## src/rtl/line_buffer_scheduler_pkg.sv

```systemverilog
// line_buffer_scheduler_pkg: geometry constants and FSM encodings shared by the line buffer scheduler.
package line_buffer_scheduler_pkg;
  localparam int PIX_IN_ROW    = 320;
  localparam int ROWS_IN_FRAME = 240;
  localparam int ADC_WIDHT     = 10;
  localparam int PIX_W         = $clog2(PIX_IN_ROW);
  localparam int ROW_W         = $clog2(ROWS_IN_FRAME);
  typedef enum logic {W_IDLE, W_FILL} w_state_e;
  typedef enum logic {R_IDLE, R_DRAIN} r_state_e;
endpackage

```

## src/rtl/line_buffer_scheduler_line_rd_sequencer.sv

```systemverilog
// line_rd_sequencer: drains one line per go pulse, paced by out_ready; tracks line index and frame end.
module line_rd_sequencer
  import line_buffer_scheduler_pkg::*;
(
  input  logic             CLK,
  input  logic             RESET,
  input  logic             go,
  input  logic             out_ready,
  input  logic             frame_start,
  output logic             busy,
  output logic             rd_done,
  output logic             buf_out_en,
  output logic             line_rdy,
  output logic             frame_done,
  output logic [ROW_W-1:0] line_idx
);
  r_state_e         r_q, r_d;
  logic [PIX_W-1:0] rcnt_q, rcnt_d;
  logic [ROW_W-1:0] idx_q, idx_d;
  logic             oe_q, oe_d, fd_q, fd_d, last_row;
  always_comb begin
    busy     = r_q == R_DRAIN;
    rd_done  = busy && out_ready && rcnt_q == PIX_W'(PIX_IN_ROW - 1);
    last_row = idx_q == ROW_W'(ROWS_IN_FRAME - 1);
    r_d      = go ? R_DRAIN : rd_done ? R_IDLE : r_q;
    rcnt_d   = (go || rd_done) ? '0 : rcnt_q + PIX_W'(busy && out_ready);
  end
  always_comb begin
    oe_d  = busy && out_ready;
    fd_d  = rd_done && last_row;
    idx_d = frame_start ? '0 : !rd_done ? idx_q : last_row ? '0 : idx_q + 1'b1;
  end
  always_ff @(posedge CLK or posedge RESET) begin
    if (RESET) begin
      r_q    <= R_IDLE;
      rcnt_q <= '0;
      idx_q  <= '0;
      oe_q   <= 1'b0;
      fd_q   <= 1'b0;
    end else begin
      r_q    <= r_d;
      rcnt_q <= rcnt_d;
      idx_q  <= idx_d;
      oe_q   <= oe_d;
      fd_q   <= fd_d;
    end
  end
  assign buf_out_en = oe_q;
  assign line_rdy   = busy;
  assign frame_done = fd_q;
  assign line_idx   = idx_q;
endmodule

```

## src/rtl/line_buffer_scheduler.sv

```systemverilog
// line_buffer_scheduler: ping-pong line buffer sequencing between ADC writer and line reader.
// Optional LINE_DROP_CNT_EN adds a saturating drop_cnt output.
module line_buffer_scheduler
  import line_buffer_scheduler_pkg::*;
(
  input  logic             CLK,
  input  logic             RESET,
  input  logic             line_start,
  input  logic             pix_valid,
  input  logic             frame_start,
  input  logic             out_ready,
  output logic             buf_sel,
  output logic             buf_in_en,
  output logic             buf_out_en,
  output logic             start_write,
  output logic [ROW_W-1:0] line_idx,
  output logic             line_rdy,
  output logic             frame_done,
  output logic             line_drop
`ifdef LINE_DROP_CNT_EN
  , output logic [15:0]    drop_cnt
`endif
);
  w_state_e         w_q, w_d;
  logic [PIX_W-1:0] wcnt_q, wcnt_d;
  logic             pending_q, pending_d, sel_q, sel_d, in_en_q, in_en_d, sw_q, sw_d, drop_q, drop_d;
  logic             line_complete, swap, busy, rd_done;
  always_comb begin
    line_complete = w_q == W_FILL && pix_valid && wcnt_q == PIX_W'(PIX_IN_ROW - 1);
    w_d       = w_q == W_IDLE ? ((line_start && !pending_q) ? W_FILL : W_IDLE) : (line_complete ? W_IDLE : W_FILL);
    wcnt_d    = (w_q != W_FILL || line_complete) ? '0 : wcnt_q + PIX_W'(pix_valid);
    // a line finishing exactly as the reader finishes swaps at once instead of waiting as pending
    swap      = (line_complete && (!busy || rd_done)) || (rd_done && pending_q);
    pending_d = swap ? 1'b0 : line_complete || pending_q;
  end
  always_comb begin
    sel_d   = sel_q ^ swap;
    in_en_d = w_q == W_FILL && pix_valid;
    sw_d    = swap;
    drop_d  = w_q == W_IDLE && line_start && pending_q;
  end
  always_ff @(posedge CLK or posedge RESET) begin
    if (RESET) begin
      w_q       <= W_IDLE;
      wcnt_q    <= '0;
      pending_q <= 1'b0;
      sel_q     <= 1'b0;
      in_en_q   <= 1'b0;
      sw_q      <= 1'b0;
      drop_q    <= 1'b0;
    end else begin
      w_q       <= w_d;
      wcnt_q    <= wcnt_d;
      pending_q <= pending_d;
      sel_q     <= sel_d;
      in_en_q   <= in_en_d;
      sw_q      <= sw_d;
      drop_q    <= drop_d;
    end
  end
  line_rd_sequencer u_rd (
    .CLK         (CLK),
    .RESET       (RESET),
    .go          (swap),
    .out_ready   (out_ready),
    .frame_start (frame_start),
    .busy        (busy),
    .rd_done     (rd_done),
    .buf_out_en  (buf_out_en),
    .line_rdy    (line_rdy),
    .frame_done  (frame_done),
    .line_idx    (line_idx)
  );
  assign buf_sel     = sel_q;
  assign buf_in_en   = in_en_q;
  assign start_write = sw_q;
  assign line_drop   = drop_q;
`ifdef LINE_DROP_CNT_EN
  logic [15:0] dcnt_q, dcnt_d;
  always_comb dcnt_d = frame_start ? '0 : (drop_d && dcnt_q != 16'hFFFF) ? dcnt_q + 1'b1 : dcnt_q;
  always_ff @(posedge CLK or posedge RESET) begin
    if (RESET) dcnt_q <= '0;
    else dcnt_q <= dcnt_d;
  end
  assign drop_cnt = dcnt_q;
`endif
endmodule

```

## config.mk

```make
export PLATFORM = sky130hd
export DESIGN_NAME = line_buffer_scheduler
export DESIGN_NICKNAME = d
export VERILOG_FILES = /design/src/rtl/line_buffer_scheduler_pkg.sv /design/src/rtl/line_buffer_scheduler_line_rd_sequencer.sv /design/src/rtl/line_buffer_scheduler.sv
export SDC_FILE = /design/constraint.sdc
export NUM_CORES = 1
export LEC_CHECK = 0
export BUFFER_PORTS_ARGS = -buffer_cell sky130_fd_sc_hd__buf_2
export CAP_MARGIN = 15
export CORE_UTILIZATION = 60
export DETAILED_ROUTE_END_ITERATION = 8
export GPL_TIMING_DRIVEN = 0
export PLACE_DENSITY_LB_ADDON = 0.08
export SETUP_SLACK_MARGIN = 0.3
export SLEW_MARGIN = 15
export SYNTH_ARGS = -nofsm -noshare
export SYNTH_HDL_FRONTEND = slang
export SYNTH_SLANG_ARGS = --single-unit
```

## constraint.sdc

```tcl
create_clock -name CLK -period 2.5 [get_ports CLK]
set_input_delay 0.5 -clock CLK [delete_from_list [all_inputs] [get_ports CLK]]
set_output_delay 0.5 -clock CLK [all_outputs]
set_load 0.02 [all_outputs]
```

# ---- Yosys cells after proc, flatten, opt, wreduce, memory -nomap -nowiden
# Index checks and enable logic that the tools add are counted.
# Widths: inputs -> output; s select.
dict set report word_totals {
  regBits 35
  latchBits 0
  ram_bits 0
  romBits 0
  in_bits 6
  out_inout_bits 15
  mem_count 0
}
dict set report classes {
  add_sub_neg 3
  mul 0
  n_div 0
  n_lt_le_gt_ge 0
  n_eq_ne 3
  shifts 0
  mux 11
  bitwise 2
  reduce_logical 19
}
# operator n
set ops {}
lappend ops {{$mux 8} 3}
lappend ops {{$add 9x1->9} 2}
lappend ops {{$eq 9x9->1 const B} 2}
lappend ops {{$mux 9} 2}
lappend ops {{$logic_and 1x1->1} 10}
lappend ops {{$add 8x1->8 const B} 1}
lappend ops {{$eq 8x8->1 const B} 1}
lappend ops {{$mux 1} 6}
lappend ops {{$logic_or 1x1->1} 5}
lappend ops {{$reduce_bool 2->1} 2}
lappend ops {{$logic_not 1->1} 2}
lappend ops {{$not 1->1} 1}
lappend ops {{$xor 1x1->1} 1}

# ---- Longest topological paths before layout
# Gate-level depths: netlist of run 1.
dict set report depth {
  ltp_word 7
  depth_mapped 6
}

# ---- Hierarchy
# A second synthesis of run 1 with hierarchy kept.
dict set report unflattened {
  cells_unflattened 171
  area_unflattened_um2 1766.7
}
# mod n_inst cells_each area_per_inst_um2
set by_module_without_submodules {}
lappend by_module_without_submodules {line_rd_sequencer 1 102 1004.7}
lappend by_module_without_submodules {line_buffer_scheduler 1 69 762.0}

# ---- Worst setup path after synthesis of run 1
# OpenSTA, ideal clock, no wires.
dict set report synth_timing {
  path_type {register -> register}
  start {register u_rd.idx_q[0] (netlist: u_rd.line_idx[0])}
  end {register u_rd.idx_q[6] (netlist: u_rd.line_idx[6])}
  arrival_ps 1503
  required_ps 2418
  slack_ps 915
  stages_incl_launch_ff 6
  period_less_slack_ps 1585
  cell_sequence {dfrtp_1 > ha_1 > nand3_1 > or2_2 > or3_1 > a31oi_1}
}
dict set report synth_between {
  elab_chain_len 4
  word_cells_on_any_way 5
  classes_between {1 x add/sub; 1 x eq/ne; 3 x mux}
}
# element line
set synth_rtl {}
lappend synth_rtl {{start: declaration} line_buffer_scheduler_line_rd_sequencer.sv:19} ;# logic [ROW_W-1:0] idx_q, idx_d;
lappend synth_rtl {{start signal: assignment} line_buffer_scheduler_line_rd_sequencer.sv:43} ;# idx_q <= idx_d;
lappend synth_rtl {{$add 8x1->8 / $eq 8x8->1 (equally long branches)} {line_buffer_scheduler_line_rd_sequencer.sv:31, line_buffer_scheduler_line_rd_sequencer.sv:24}}
lappend synth_rtl {{$mux 8 (*) (3 in a row)} line_buffer_scheduler_line_rd_sequencer.sv:31} ;# idx_d = frame_start ? '0 : !rd_done ? idx_q : last_row ? '0 : idx_q + 1'b1;
# Every way passes the cells marked *; elsewhere a longest branch is shown, timed or not. The select of a mux whose other input is x is not followed.
# A chain may end at the register's enable or synchronous reset.

# ---- Worst setup path after layout of run 1
dict set report layout_timing {
  start {register u_rd.r_q (netlist: u_rd.busy)}
  end {register u_rd.rcnt_q[8]}
}
dict set report layout_between {
  elab_chain_len 7
  word_cells_on_any_way 10
  classes_between {1 x add/sub; 1 x mux; 8 x reduce/logical}
}
# element line
set layout_rtl {}
lappend layout_rtl {{start: declaration} line_buffer_scheduler_line_rd_sequencer.sv:17} ;# r_state_e r_q, r_d;
lappend layout_rtl {{start signal: assignment} line_buffer_scheduler_line_rd_sequencer.sv:41} ;# r_q <= r_d;
lappend layout_rtl {{$logic_and 1x1->1 (*)} --}
lappend layout_rtl {{via u_rd.oe_d} line_buffer_scheduler_line_rd_sequencer.sv:20} ;# logic oe_q, oe_d, fd_q, fd_d, last_row;
lappend layout_rtl {{parallel branches: the longest is 5 deep, another holds $add 9x1->9} --}
lappend layout_rtl {{$mux 9 (*)} line_buffer_scheduler_line_rd_sequencer.sv:26} ;# rcnt_d = (go || rd_done) ? '0 : rcnt_q + PIX_W'(busy && out_ready);
lappend layout_rtl {{via u_rd.rcnt_d[8]} line_buffer_scheduler_line_rd_sequencer.sv:18} ;# logic [PIX_W-1:0] rcnt_q, rcnt_d;
lappend layout_rtl {{end signal: assignment} line_buffer_scheduler_line_rd_sequencer.sv:42} ;# rcnt_q <= rcnt_d;
lappend layout_rtl {{end: declaration} line_buffer_scheduler_line_rd_sequencer.sv:18}
# Mark *: on every way through the listed nets, which the timed path passes.

==> results.sh, run 1 <==
export IMPL_core_um2=2540
export IMPL_hold_violations=0
export IMPL_crit_chain="and2_1 > ha_1 > ha_1 > nand4_1 > xor2_1 > nor2_1"
export IMPL_n_antenna_cell=0
export IMPL_reg2reg_to="u_rd.rcnt_q[8]"
export IMPL_synth_xor_area_share_pct=8.45
export IMPL_ctsLongestPathBuffers=2
export IMPL_rows=18
export IMPL_cts_setup_buffers=0
export IMPL_cts_sinks=35
export IMPL_hp_class="in -> async"
export IMPL_ys_flop_type="dfrtp_1"
export IMPL_yosys_warnings=0
export IMPL_cts_root_buffer="clkbuf_4"
export IMPL_regToRegStartpoint="u_rd.busy"
export IMPL_htreeDepth=2
export IMPL_synth_simple_area_share_pct=25.8
export IMPL_cp_end_kind="flip-flop"
export IMPL_synth_compound_area_share_pct=6.64
export IMPL_worst_pin_slew_ns=0.706
export IMPL_drv_cap=0
export IMPL_cp_start_kind="flip-flop"
export IMPL_hold_buffers=0
export IMPL_required_ns=2.76
export IMPL_rsz0062_at_grt="no"
export IMPL_power_density_nw_per_um2=625
export IMPL_ys_ff_latch=35
export IMPL_status="finished, final reports clean"
export IMPL_final_util_pct=73.8
export IMPL_grt_overflow=0
export IMPL_synth_nets=168
export IMPL_cp_common_cell="ha_1"
export IMPL_async_reset_ff_share_pct=100
export IMPL_first_iter_violations=20
export IMPL_mappedNetlistArea_um2=1660
export IMPL_finalPower_mw=1.17
export IMPL_grt_first_pass_wirelength_um=4950
export IMPL_die_h_um=54.6
export IMPL_vias=1227
export IMPL_tritoncts="yes"
export IMPL_muxShareOfSynthArea_pct=0.603
export IMPL_vias_per_cell=5.73
export IMPL_critPathMaxStageDelay_ns=0.51
export IMPL_skew_ns=0.00456
export IMPL_antenna_found_initial=0
export IMPL_ys_types=38
export IMPL_syn_area_per_cell_um2=10.6
export IMPL_yosysSeqAreaShare_pct=52.8
export IMPL_place_area_um2=1790
export IMPL_clk_latency_ns=0.33
export IMPL_worst_ep_arrival_time_ns=1.95
export IMPL_yosys_area_share_adder_pct=3.77
export IMPL_drive_gt1_share_pct=19.6
export IMPL_critPathMaxFanout=7
export IMPL_cts_buffers=5
export IMPL_pre_cts_ws_ns=0.760
export IMPL_dr_pass1_iters=4
export IMPL_relSlewSlack_pct=52.8
export IMPL_rr_worst_depth=6
export IMPL_portBuffers=19
export IMPL_gp_congestion=0.716
export IMPL_reg2reg_setup_slack_ns=0.82
export IMPL_synth_top_family_by_area="simple AND/OR/NAND/NOR gates"
export IMPL_critPathKind="reg -> reg"
export IMPL_hold_slack_ns=0.261
export IMPL_routedWlPerCell_um=14.2
export IMPL_fin_setup_tns_ns=0
export IMPL_dieArea_um2=2980
export IMPL_grt_pass1_vias=1147
export IMPL_ioPinCount=21
export IMPL_grt_max_degree=36
export IMPL_slowest_stage="dfrtp_1"
export IMPL_synthCells=157
export IMPL_finalCritPeriodShare_pct=67.3
export IMPL_fin_nets=194
export IMPL_synth_edff_count=0
export IMPL_peakVddDrop_mv=0.700
export IMPL_die_w_um=54.6
export IMPL_fin_crit_ns=1.68
export IMPL_max_freq_mhz=594
export IMPL_hpwlAfterDp_um=2100
export IMPL_stdcell_count=214
export IMPL_grt_total_usage_pct=24.6
export IMPL_slew_viol_final=0
export IMPL_start_util_pct=65.2
export IMPL_leakagePower_nw=0.938
export IMPL_postCtsResizedCells=0
export IMPL_fillers=177
export IMPL_drc=0
export IMPL_clk_pin_slew_ns=0.10
export IMPL_finalWirelength_um=3030
export IMPL_place_inst=206
export IMPL_area_growth_pct=13.2
export IMPL_ant_nets=0
export IMPL_worst_slack_ns=0.817
export IMPL_final_area_um2=1880
export IMPL_finalSetupViolations=0
==> cells in the mapped netlist (2+ instances only) <==
| cell type | n | area [um2] |
|---|---|---|
| and2_1 | 2 | 12.5 |
| and4_1 | 4 | 35.0 |
| nor2_1 | 19 | 71.3 |
| ha_1 | 5 | 62.6 |
| buf_2 | 2 | 10.0 |
| or3_1 | 2 | 12.5 |
| xnor2_1 | 2 | 17.5 |
| nand2b_1 | 2 | 12.5 |
| and3_1 | 6 | 37.5 |
| nand4_1 | 6 | 37.5 |
| dfrtp_1 | 35 | 876 |
| nand3b_1 | 2 | 15.0 |
| a31oi_1 | 3 | 18.8 |
| a21oi_1 | 5 | 25.0 |
| o21ai_0 | 3 | 15.0 |
| inv_1 | 4 | 15.0 |
| nand2_1 | 10 | 37.5 |
| nand3_1 | 12 | 60.1 |
| xor2_1 | 14 | 123 |
==> sequential cells by signal (all words and copies together), names as in the netlist <==
name and cells:
buf_in_en 1, buf_sel 1, line_drop 1, pending_q 1
start_write 1, u_rd.buf_out_en 1, u_rd.busy 1, u_rd.frame_done 1
u_rd.line_idx 8, u_rd.rcnt_q 9, w_q 1, wcnt_q 9
==> cell type report <==
type                       instances  area (um2)  area share, %
sequential                        35         876           46.6
multi-input combinational        114         751           40.0
timing repair buffer              19        95.1           5.06
clock buffer                       6        51.3           2.73
tap                               30        37.5           2.00
clock inverter                     2        35.0           1.87
buffer                             4        17.5          0.933
inverter                           4        15.0          0.799
==> placed cells by master (no fill, tap or decap), types with 2 or more instances in the layout <==
cell / instances
and3_1: 6
or3_1: 2
xnor2_1: 2
nand2b_1: 2
xor2_1: 14
and2_1: 2
ha_1: 5
a31oi_1: 3
inv_1: 3
a21oi_1: 5
dfrtp_1: 35
nand3b_1: 2
nand2_1: 10
nor2_1: 19
nand3_1: 12
nand4_1: 6
and4_1: 4
buf_2: 21
clkbuf_4: 5
o21ai_0: 3
==> kinds of logic after synthesis <==
logic type,count (synthesis)
multiplexers,1
flip-flops,35
buffers and inverters,8
adder cells (fa/ha/maj),5
XOR/XNOR,16
AND/OR/NAND/NOR,75
AO/OA/AOI/OAI,17
==> power by group <==
group / leakage (nW) / internal [mW] / switching, mW
sequential: 0.477 / 0.604 / 0.0398
combinational: 0.414 / 0.0482 / 0.0603
clock: 0.0482 / 0.236 / 0.184
total: 0.938 / 0.888 / 0.285
==> critical path: cells and delay by family (launching register included) <==
family        cells  cell delay (ns)
flops             1             0.51
fa+ha+maj         2             0.51
simple gates      3             0.44
xor+xnor          1             0.16
==> worst max-delay path by stage <==
stage	startpoint	endpoint	slack, ns
floorplan	u_rd.line_idx[0]	u_rd.line_idx[6]	0.91
global placement	RESET	u_rd.rcnt_q[4]	0.79
detailed placement	out_ready	u_rd.rcnt_q[8]	0.76
CTS	u_rd.busy	u_rd.rcnt_q[8]	0.82
global route	u_rd.busy	u_rd.rcnt_q[8]	0.64
finish	u_rd.busy	u_rd.rcnt_q[8]	0.82
==> routing by layer <==
layer / vias to the layer above / GRT usage (%) / wire [um]
met4: 0 / 11.1 / 45
li1: 608 / - / -
met2: 17 / 41.2 / 1550
met5: - / 0 / 0
met3: 5 / 8.33 / 84
met1: 597 / 28.0 / 1350
Note: power is estimated with default switching activity, not from simulation.
==> run 2, diff against run 1 <==
CORE_UTILIZATION = 56   (was 60)
clock period = 1.6 ns   (was 2.5 ns; I/O delays follow)
==> run 2 against run 1 <==
Compared with the run above:
- final area rose by 34%
- register-to-register slack got worse by 0.74 ns
- sequential cell count did not move
- largest power group unchanged
==> results.sh, run 2 (synthesis gave the netlist of run 1 again) <==
export IMPL_path_delay_family="simple AND/OR/NAND/NOR gates"
export IMPL_grt_first_pass_wirelength_um=6820
export IMPL_vias=1577
export IMPL_clk_latency_ns=0.35
export IMPL_finalPower_mw=1.93
export IMPL_peakVddDrop_mv=0.956
export IMPL_cts_root_buffer="clkbuf_4"
export IMPL_worst_pin_slew_ns=0.726
export IMPL_tritoncts="yes"
export IMPL_antenna_found_initial=0
export IMPL_stdcell_count=257
export IMPL_die_h_um=56.4
export IMPL_cts_sinks=35
export IMPL_reg2reg_setup_slack_ns=0.08
export IMPL_grt_pass1_vias=1493
export IMPL_cp_end_kind="flip-flop"
export IMPL_final_cell_mix="buf_4 (33), dfrtp_1 (24), buf_2 (15)"
export IMPL_critPathLaunch="wcnt_q[7]"
export IMPL_slew_viol_final=0
export IMPL_leakagePower_nw=1.13
export IMPL_rr_worst_depth=5
export IMPL_grt_overflow=0
export IMPL_finalWirelength_um=5420
export IMPL_worst_slack_ns=0.0799
export IMPL_relSlewSlack_pct=51.5
export IMPL_area_growth_pct=52.2
export IMPL_power_density_nw_per_um2=766
export IMPL_routedWlPerCell_um=21.1
export IMPL_drv_cap=0
export IMPL_cts_buffers=5
export IMPL_final_common_cell="buf_4"
export IMPL_ctsLongestPathBuffers=2
export IMPL_hold_buffers=0
export IMPL_start_util_pct=59.6
export IMPL_grt_total_usage_pct=28.4
export IMPL_gp_congestion=0.765
export IMPL_hold_violations=0
export IMPL_reg2reg_to="u_rd.rcnt_q[4]"
export IMPL_grt_max_degree=36
export IMPL_rows=19
export IMPL_slowest_stage="dfrtp_1"
export IMPL_fin_nets=236
export IMPL_dr_pass1_iters=4
export IMPL_dieArea_um2=3180
export IMPL_crit_buf_inv=1
export IMPL_portBuffers=19
export IMPL_hpwlAfterDp_um=2240
export IMPL_critPathMaxStageDelay_ns=0.43
export IMPL_hp_class="in -> async"
export IMPL_endpoint="u_rd.rcnt_q[4]"
export IMPL_regToRegStartpoint="wcnt_q[7]"
export IMPL_required_ns=1.83
export IMPL_clk_pin_slew_ns=0.11
export IMPL_place_inst=207
export IMPL_status="finished, final reports clean"
export IMPL_htreeDepth=2
export IMPL_drc=0
export IMPL_rsz0062_at_grt="yes"
export IMPL_core_um2=2780
export IMPL_n_antenna_cell=0
export IMPL_ioPinCount=21
export IMPL_drive_gt1_share_pct=54.0
export IMPL_worst_ep_arrival_time_ns=1.75
export IMPL_finalSetupViolations=0
export IMPL_first_iter_violations=112
export IMPL_crit_chain="nor3b_4 > nand3_4 > buf_6 > o21ai_4 > nor2_1"
export IMPL_critPathMaxFanout=6
export IMPL_hold_slack_ns=0.0797
export IMPL_fin_crit_ns=1.52
export IMPL_ant_nets=0
export IMPL_final_util_pct=90.8
export IMPL_skew_ns=0.00673
export IMPL_worst_path_stages=5
export IMPL_max_freq_mhz=658
export IMPL_finalCritPeriodShare_pct=95.0
export IMPL_vias_per_cell=6.14
export IMPL_critPathKind="reg -> reg"
export IMPL_fillers=107
export IMPL_cp_start_kind="flip-flop"
export IMPL_die_w_um=56.4
export IMPL_pre_cts_ws_ns=0.138
## run 2: what timing repair did
action                                  4_1_cts  5_1_grt
setup buffers                                30       10
endpoints found under the setup margin       34       37
pin swaps                                    22       36
gates resized for setup                      21       49
cloned                                        2        0
## run 2: worst min path at each step
stage,start,to,slack (ns),cells after the start
after floorplan,pix_valid,buf_in_en,0.45,1
after detailed placement,RESET,wcnt_q[5],0.48,2
after CTS,RESET,u_rd.line_idx[7],0.11,2
after global routing,RESET,wcnt_q[4],0.14,2
final,RESET,wcnt_q[5],0.08,2
after global placement,buf_sel,buf_sel,0.47,1
## run 2: layout make-up
class                   instances  area, um2  share of cell area, %
multi-input cells             115       1030                   41.0
well taps                      31       38.8                   1.54
flip-flops and latches         35        890                   35.2
clock buffers                   8       48.8                   1.93
repair buffers                 60        458                   18.1
plain buffers                   4       40.0                   1.59
inverters                       4       15.0                  0.595
## run 2: power breakdown
| group | total (mW) | internal [mW] | switching (mW) | leakage [nW] |
|---|---|---|---|---|
| Sequential | 0.988 | 0.945 | 0.0433 | 0.460 |
| Combinational | 0.467 | 0.243 | 0.224 | 0.642 |
| Clock | 0.479 | 0.175 | 0.304 | 0.0265 |
## run 2: per-layer routing
layer / vias up / part of all wire (%) / track usage (%)
li1: 694 / - / -
met1: 786 / 39 / 35.4
met2: 70 / 52 / 47.7
met3: 27 / 5.0 / 7.60
met4: 0 / 3.7 / 9.76
met5: - / 0 / 0
## run 2: stage by stage
stage | setup TNS, ns | area [um2]
floorplan | 0 | 1740
global placement | -0.150 | 1880
detailed placement | 0 | 1880
CTS | 0 | 2260
global route | 0 | 2520
finish | 0 | 2520
